[config.mk]
export PLATFORM = sky130hd
export DESIGN_NAME = tmds_decoder_dvi
export DESIGN_NICKNAME = d
export VERILOG_FILES = /design/src/rtl/tmds_decoder_dvi.sv
export SDC_FILE = /design/constraint.sdc
export NUM_CORES = 1
export LEC_CHECK = 0
export BUFFER_PORTS_ARGS = -buffer_cell sky130_fd_sc_hd__buf_4
export CORE_UTILIZATION = 50
export CTS_CLUSTER_DIAMETER = 40
export DETAILED_ROUTE_END_ITERATION = 8
export PLACE_DENSITY = 0.72
export SYNTH_ARGS = -nofsm -noshare
export SYNTH_HDL_FRONTEND = slang
export SYNTH_SLANG_ARGS = --single-unit
[constraint.sdc]
create_clock -name i_clk -period 3.6 [get_ports i_clk]
set_input_delay 0.36 -clock i_clk [delete_from_list [all_inputs] [get_ports i_clk]]
set_output_delay 0.36 -clock i_clk [all_outputs]
set_load 0.02 [all_outputs]
[src/rtl/tmds_decoder_dvi.sv]
// tmds_decoder_dvi: one DVI TMDS channel decoder with a control-token lock FSM.
// Optional macro TMDS_ERR_CNT_EN builds the saturating lock-loss counter.
module tmds_decoder_dvi #(
    parameter int CTRL_RUN    = 64,
    parameter int SLIP_WAIT   = 4096,
    parameter int LOSS_WINDOW = 2048,
    parameter int ERR_W       = 16
) (
    input  logic             i_clk,
    input  logic             i_rst,
    input  logic [9:0]       i_tmds,
    output logic [7:0]       o_data,
    output logic [1:0]       o_ctrl,
    output logic             o_de,
    output logic             o_locked,
    output logic             o_bitslip,
    output logic [ERR_W-1:0] o_err_count
);
    localparam int RUN_W = $clog2(CTRL_RUN) + 1;
    localparam int TMR_W = $clog2(SLIP_WAIT) + 1;
    localparam int WD_W  = $clog2(LOSS_WINDOW) + 1;

    localparam logic [RUN_W-1:0] RUN_LAST = RUN_W'(CTRL_RUN - 1);
    localparam logic [RUN_W-1:0] RUN_MAX  = RUN_W'(CTRL_RUN);
    localparam logic [TMR_W-1:0] TMR_LAST = TMR_W'(SLIP_WAIT - 1);
    localparam logic [WD_W-1:0]  WD_LAST  = WD_W'(LOSS_WINDOW - 1);

    typedef enum logic {
        HUNT,
        LOCKED
    } state_t;

    logic             tok_hit;
    logic [1:0]       tok_val;
    logic [9:0]       s1_q;
    logic             s1_ctl;
    logic [1:0]       s1_val;
    logic [7:0]       d;
    logic [7:0]       dec;
    state_t           state;
    state_t           state_d;
    logic [RUN_W-1:0] run;
    logic [RUN_W-1:0] run_d;
    logic [TMR_W-1:0] timer;
    logic [TMR_W-1:0] timer_d;
    logic [WD_W-1:0]  wdog;
    logic [WD_W-1:0]  wdog_d;
    logic             run_hit;
    logic             slip;
    logic             locked_d;

    // Classify the incoming symbol as one of the four control tokens or data
    always_comb begin
        tok_hit = 1'b1;
        tok_val = 2'b00;
        unique case (i_tmds)
            10'b1101010100: tok_val = 2'b00;
            10'b0010101011: tok_val = 2'b01;
            10'b0101010100: tok_val = 2'b10;
            10'b1010101011: tok_val = 2'b11;
            default:        tok_hit = 1'b0;
        endcase
    end

    // Stage 1: register the raw symbol and its classification
    always_ff @(posedge i_clk) begin
        if (i_rst) begin
            s1_q   <= '0;
            s1_ctl <= 1'b0;
            s1_val <= 2'b00;
        end else begin
            s1_q   <= i_tmds;
            s1_ctl <= tok_hit;
            s1_val <= tok_val;
        end
    end

    // Undo the optional inversion, then the XOR/XNOR transition chain
    always_comb begin
        d      = s1_q[9] ? ~s1_q[7:0] : s1_q[7:0];
        dec    = '0;
        dec[0] = d[0];
        for (int i = 1; i < 8; i++) begin
            dec[i] = s1_q[8] ? (d[i] ^ d[i-1]) : ~(d[i] ^ d[i-1]);
        end
    end

    assign run_hit = s1_ctl && (run == RUN_LAST);

    // Lock FSM next state: token-run counting, slip timer, loss watchdog
    always_comb begin
        state_d = state;
        run_d   = run;
        timer_d = timer;
        wdog_d  = wdog;
        slip    = 1'b0;
        if (!s1_ctl) begin
            run_d = '0;
        end else if (run != RUN_MAX) begin
            run_d = run + 1'b1;
        end
        unique case (state)
            HUNT: begin
                timer_d = timer + 1'b1;
                if (run_hit) begin
                    state_d = LOCKED;
                    timer_d = '0;
                    wdog_d  = '0;
                end else if (timer == TMR_LAST) begin
                    slip    = 1'b1;
                    timer_d = '0;
                    run_d   = '0;
                end
            end
            LOCKED: begin
                wdog_d = wdog + 1'b1;
                if (run_hit) begin
                    wdog_d = '0;
                end else if (wdog == WD_LAST) begin
                    state_d = HUNT;
                    timer_d = '0;
                    run_d   = '0;
                    wdog_d  = '0;
                end
            end
        endcase
    end

    assign locked_d  = (state_d == LOCKED);
    assign o_bitslip = slip;

    // Lock FSM state and counters
    always_ff @(posedge i_clk) begin
        if (i_rst) begin
            state <= HUNT;
            run   <= '0;
            timer <= '0;
            wdog  <= '0;
        end else begin
            state <= state_d;
            run   <= run_d;
            timer <= timer_d;
            wdog  <= wdog_d;
        end
    end

    // Stage 2: outputs, gated by the lock state taking effect this edge
    always_ff @(posedge i_clk) begin
        if (i_rst) begin
            o_data   <= '0;
            o_ctrl   <= 2'b00;
            o_de     <= 1'b0;
            o_locked <= 1'b0;
        end else begin
            o_locked <= locked_d;
            o_de     <= !s1_ctl && locked_d;
            o_data   <= (!s1_ctl && locked_d) ? dec : 8'h00;
            if (s1_ctl) begin
                o_ctrl <= s1_val;
            end
        end
    end

`ifdef TMDS_ERR_CNT_EN
    logic [ERR_W-1:0] err_cnt;

    // Count every drop out of lock, saturating at all-ones
    always_ff @(posedge i_clk) begin
        if (i_rst) begin
            err_cnt <= '0;
        end else if (state == LOCKED && state_d == HUNT && err_cnt != '1) begin
            err_cnt <= err_cnt + 1'b1;
        end
    end

    assign o_err_count = err_cnt;
`else
    assign o_err_count = '0;
`endif

endmodule
==> results of run 1 <==
where the power goes:
| part | internal, mW | leakage (nW) | total (mW) | switching [mW] |
|---|---|---|---|---|
| Combinational | 0.0281 | 0.601 | 0.0655 | 0.0374 |
| Clock | 0.375 | 0.105 | 0.624 | 0.250 |
| Sequential | 0.640 | 0.463 | 0.647 | 0.00718 |
metrics by stage:
| stage | cell area [sq um] | setup slack (ns) | std cells | utilization (%) |
|---|---|---|---|---|
| after global routing | 3010 | 1.12 | 375 | 59.4 |
| after detailed placement | 2800 | 1.63 | 359 | 55.2 |
| after floorplan | 2690 | 1.79 | 289 | - |
| after CTS | 3010 | 1.26 | 375 | 59.4 |
| final | 3010 | 1.31 | 375 | 59.4 |
| after global placement | 2800 | 1.66 | 359 | 55.2 |
path summary, 6_finish.rpt:
check,from,end,slack (ns)
min reg2reg,s1_val[1],o_ctrl[1],0.47
max,timer[0],o_bitslip,1.31
min,i_tmds[9],s1_val[1],0.20
max reg2reg,run[1],timer[0],1.67
area by class of cell:
class | count | area share (%)
Clock inverter | 4 | 1.66
Tap cell | 70 | 2.91
Multi-Input combinational cell | 202 | 45.4
Sequential cell | 57 | 37.9
Clock buffer | 12 | 5.48
Timing Repair Buffer | 24 | 5.98
Inverter | 6 | 0.747
placed cells by master (no fill, tap or decap), types with 2 or more instances in the layout:
cell,instances
nor4_1,2
mux2i_1,4
a21oi_1,10
dfxtp_1,57
and2_1,2
o21a_1,2
xnor2_1,19
a221o_1,4
clkbuf_8,12
or4bb_1,2
nor3_1,12
inv_1,6
or3_1,2
a22o_1,3
a311oi_1,2
nand4_4,2
buf_4,24
nand4_1,4
nand2_1,18
xor2_1,8
conb_1,16
clkinvlp_4,2
or3_2,2
nor4b_1,2
a211oi_1,6
ha_1,4
nor2b_1,11
nor2_1,22
and3_1,5
nor4_4,2
mux2_2,3
nand3_1,10
nor4bb_1,2
or4_1,2
o21ai_0,2
registers in the layout, indices dropped and copies added (netlist names):
| register | cells |
|---|---|
| timer | 13 |
| wdog | 12 |
| s1_q | 10 |
| o_data | 8 |
| run | 7 |
| o_ctrl | 2 |
| s1_val | 2 |
| o_de | 1 |
| o_locked | 1 |
| s1_ctl | 1 |
cell families after synthesis:
logic type	after synthesis
AND/OR/NAND/NOR	107
flip-flops	57
AO/OA/AOI/OAI	41
buffers and inverters	30
XOR/XNOR	27
multiplexers	7
adder cells (fa/ha/maj)	4
other	1
per-layer routing:
layer  global-route usage (%)  part of all wire [%]  wire length (um)  up-vias
met4                     10.7                   2.5               111        0
met1                     21.3                    46              2040      898
met5                        0                     0                 0        -
met2                     27.3                    48              2110       40
met3                     4.88                   3.2               139        8
li1                         -                     -                 -      994
==> flow_metrics.py, run 1 <==
metrics = {
    "worst_setup_path": {
        "critPathMaxFanout": 8,
        "critPathRequiredTime_ns": 3.24,
        "reg2reg_depth": 5,
        "cp.depth": 5,
        "path_class": "flop to output port",
        "cp-start-kind": "flop",
        "arrival_ns": 1.93,
        "max_stage_delay_ns": 0.46,
        "cp_slowest_cell": "nor4_4",
        "critical_path.top_delay_family": "simple AND/OR/NAND/NOR gates",
        "end_kind": "output port",
        "worst-path-buf-inv": 1,
        "worstPathCellList": "ha_1 > nand3_1 > nor4_4 > and3_1 > buf_4",
    },
    "timing": {
        "setup_violations": 0,
        "fin_tns_setup_ns": 0,
        "hold_ws_ns": 0.202,
        "tightest_slew_ns": 0.544,
        "hold_violations": 0,
        "skew_ns": 0.00603,
        "maxSlewHeadroom_pct": 63.8,
        "period_share_pct": 63.5,
        "period_minus_slack_ns": 2.29,
        "rsz0062_at_grt": "false",
        "fmax_mhz": 437,
        "drv_slew": 0,
    },
    "clock_network": {
        "path_clk_slew_ns": 0.07,
        "postCtsHoldBufs": 0,
        "cts.sinks": 57,
        "ctsResizeCount": 0,
        "cts.path.max_buffers": 2,
        "htreeDepth": 3,
        "postCtsSetupBuffers": 0,
        "clockRootBuffer": "clkbuf_8",
        "clk_latency_ns": 0.33,
        "cts_buffers": 9,
        "cts_tree": "done",
    },
    "finish": {
        "nets": 316,
        "seqCellArea_sq_um": 1140,
        "antenna_cells": 0,
        "multiInputGateArea_sq_um": 1370,
        "drive_gt1_share_pct": 18.0,
        "syn2layout_area_growth_pct": 14.4,
        "fillers": 453,
    },
    "pwr": {
        "vdd_drop_max_uv": 432,
        "p_per_area_nw_per_um2": 444,
        "p_leak_nw": 1.17,
        "p_total_mw": 1.34,
    },
    "logic_synthesis": {
        "yosysTopAreaCellShare_pct": 43.3,
        "synth_area_leaders": "dfxtp_1 43%, xnor2_1 6.3%, buf_4 4.6%",
        "yosys_warnings": 0,
        "synth_top_family_by_area": "simple AND/OR/NAND/NOR gates",
        "yosysTopAreaCell": "dfxtp_1",
        "synth-xor-area-share_pct": 8.97,
        "synth_common_cells": "57 x dfxtp_1, 22 x nor2_1, 19 x xnor2_1, 18 x nand2_1, 16 x buf_4",
        "avgSynthCellArea_sq_um": 9.62,
        "synth_seq_area_share_pct": 43.3,
        "syn-cell-area_sq_um": 2640,
        "synthCells": 274,
        "synth_edf_count": 0,
        "synthMuxAreaShare_pct": 2.80,
        "ys_dominant_reg_cell": "dfxtp_1",
        "synth_compound_area_share_pct": 11.8,
        "synth-adder-area-share_pct": 1.90,
        "async_flop_share_pct": 0,
        "ys_ff_latch": 57,
        "yosys.area_share.simple_pct": 24.2,
        "yosysMostFrequentCell": "dfxtp_1",
        "ys_types": 52,
    },
    "place": {
        "hpwl_mm": 3.06,
        "gp_congestion": 0.866,
        "numPortBuffers": 24,
    },
    "route": {
        "drcViolationCount": 0,
        "wl_per_cell_um": 11.7,
        "drt-initial-drc-count": 77,
        "route.vias.total": 1940,
        "vias_per_cell": 5.17,
        "routed_wirelength_mm": 4.40,
        "antenna_left": 0,
        "dr.pass1.iters": 4,
    },
    "status": {
        "run_status": "completed",
    },
    "floorplan": {
        "core_region_area_sq_um": 5070,
        "dieArea_sq_um": 5560,
        "initial_utilization_pct": 51.9,
        "rows": 26,
        "ios": 41,
        "fp.dieH_um": 74.6,
        "die_x_um": 74.6,
    },
    "global_routing": {
        "grt_pass1_wl_mm": 7.26,
        "grt_pass1_vias": 1667,
        "grt_use_total_pct": 17.5,
        "antenna_found_initial": 0,
        "gr-total-overflow": 0,
        "grt_max_degree": 15,
    },
    "job": {
        "maxCapViolations": 0,
    },
    "worst_hold_path": {
        "hold_depth": 2,
        "min_path_type": "primary input to flop",
    },
}
Power figures use the tool's default switching activity.
==> inputs of run 2 (changes only) <==
- clock period: 3.6 -> 2.2 ns (I/O delays scaled with it)
==> flow_metrics.py, run 2 (same netlist as run 1, synthesis figures left out) <==
metrics = {
    "pwr": {
        "vdd_drop_max_uv": 531,
        "p_int_mw": 1.73,
        "power_frac_comb_pct": 4.9,
        "p_per_area_nw_per_um2": 714,
        "swShare_pct": 21.5,
        "p_leak_nw": 1.21,
        "p_seq_share_pct": 48.3,
        "power.net_switching_uw": 471,
        "clkPwrFrac_pct": 46.8,
    },
    "finish": {
        "top_register": "timer",
        "drive_gt1_share_pct": 20.1,
        "final_common_cell": "dfxtp_1",
        "syn2layout_area_growth_pct": 16.7,
        "reg.largest.list": "timer: 13 flops, wdog: 12 flops, s1_q: 10 flops",
        "fin_util_pct": 60.6,
        "layout.cells.most_common_list": "57 x dfxtp_1, 32 x buf_4, 22 x nor2_1",
        "final_area_sq_um": 3070,
        "antenna_cells": 0,
        "nets": 324,
        "largest_reg_flops": 13,
    },
    "timing": {
        "drv_slew": 0,
        "rsz0062_at_grt": "false",
        "fin_tns_setup_ns": 0,
        "period_share_pct": 95.5,
        "setup_violations": 0,
        "hold_ws_ns": 0.0731,
        "skew_ns": 0.00806,
        "fmax_mhz": 476,
        "period_minus_slack_ns": 2.10,
        "hold_violations": 0,
    },
    "route": {
        "vias_per_cell": 5.20,
        "drt-initial-drc-count": 82,
        "wl_per_cell_um": 11.9,
        "antenna_left": 0,
        "drcViolationCount": 0,
        "dr.pass1.iters": 4,
        "routed_wirelength_mm": 4.56,
        "route.vias.total": 1993,
    },
    "floorplan": {
        "die_x_um": 74.6,
        "rows": 26,
        "initial_utilization_pct": 51.9,
        "fp.dieH_um": 74.6,
        "core_region_area_sq_um": 5070,
        "dieArea_sq_um": 5560,
        "ios": 41,
    },
    "clock_network": {
        "cts_tree": "done",
        "htreeDepth": 3,
        "cts.sinks": 57,
        "postCtsHoldBufs": 0,
        "path_clk_slew_ns": 0.06,
        "clk_latency_ns": 0.33,
        "cts.path.max_buffers": 2,
        "clockRootBuffer": "clkbuf_8",
        "cts_buffers": 9,
    },
    "place": {
        "gp_congestion": 0.831,
        "hpwl_mm": 3.14,
        "placed_cell_area_sq_um": 2830,
        "numPortBuffers": 24,
    },
    "worst_setup_path": {
        "rrSetupSlack_ns": 0.34,
        "worst-path-buf-inv": 1,
        "max_stage_delay_ns": 0.42,
        "arrival_ns": 1.88,
        "worstPathCellList": "ha_1 > nand4b_1 > or2_2 > and3_1 > buf_4",
        "cp-start-kind": "flop",
        "critical_path.top_delay_family": "simple AND/OR/NAND/NOR gates",
        "critPathMaxFanout": 13,
        "end_kind": "output port",
        "cp_slowest_cell": "or2_2",
        "critPathRequiredTime_ns": 1.98,
        "path_class": "flop to output port",
    },
    "global_routing": {
        "antenna_found_initial": 0,
        "grt_pass1_vias": 1719,
        "grt_use_total_pct": 17.7,
        "grt_max_degree": 15,
        "grt_pass1_wl_mm": 7.45,
        "gr-total-overflow": 0,
    },
    "job": {
        "maxCapViolations": 0,
    },
    "status": {
        "run_status": "completed",
    },
    "worst_hold_path": {
        "min_path_type": "primary input to flop",
    },
}
==> run 2: cell count changes in the layout (fill, tap and decap cells not counted), sizes merged <==
| cell | previous run | this run |
|---|---|---|
| clkinvlp | 2 | 1 |
| clkbuf | 12 | 10 |
| clkinv | 1 | 3 |
| buf | 24 | 32 |
| bufinv | 1 | 2 |
==> run 2: through the flow <==
stage          total power, mW  instances  setup slack (ns)
6_report                  2.20        383            0.0980
5_1_grt                   2.28        383           0.00832
4_1_cts                   2.22        379            0.0352
3_5_place_dp              1.19        363             0.314
3_3_place_gp              1.19        363             0.368
2_1_floorplan             1.18        289             0.505
==> run 2: worst paths after layout <==
check        cells past startpoint  startpoint   endpoint
max reg2reg                      6    timer[0]   timer[2]
min reg2reg                      2   s1_val[0]  o_ctrl[0]
min                              2   i_tmds[9]  s1_val[1]
max                              5      run[1]  o_bitslip
==> run 2: metal layers <==
layer	vias to the layer above	routed length (um)	global-route usage [%]	part of all wire [%]
met5	-	0	0	0
met1	941	2070	21.9	45
met3	6	148	6.10	3.2
met4	0	74	8.18	1.6
li1	1014	-	-	-
met2	32	2270	27.8	50
==> run 2: worst register-to-register path: cells and delay by family (launching register included) <==
kind	cells	cell delay (ns)
flops	1	0.37
fa+ha+maj	1	0.24
simple gates	3	0.63
compound gates	1	0.32
buf+inv	1	0.20
==> run 2: layout make-up <==
type	count	area, sq um
multi-input cells	202	1370
inverters	6	22.5
repair buffers	32	240
clock buffers	10	128
clock inverters	6	82.6
fillers	455	2000
well taps	70	87.6
flip-flops and latches	57	1140
==> run 2: power groups by stage <==
| stage | registers [mW] | logic [mW] | clock network (mW) |
|---|---|---|---|
| after global placement | 1.08 | 0.106 | 0 |
| after detailed placement | 1.08 | 0.107 | 0 |
| after CTS | 1.06 | 0.107 | 1.06 |
| after global routing | 1.06 | 0.121 | 1.10 |
| final | 1.06 | 0.108 | 1.03 |
| after floorplan | 1.08 | 0.104 | 0 |
==> run 2: what timing repair did <==
action                     4_1_cts  5_1_grt
pin swaps                        1        1
setup endpoints to repair        1        1
buffers inserted                 0        4
gates resized for setup          0        1
gates cloned                     0        0
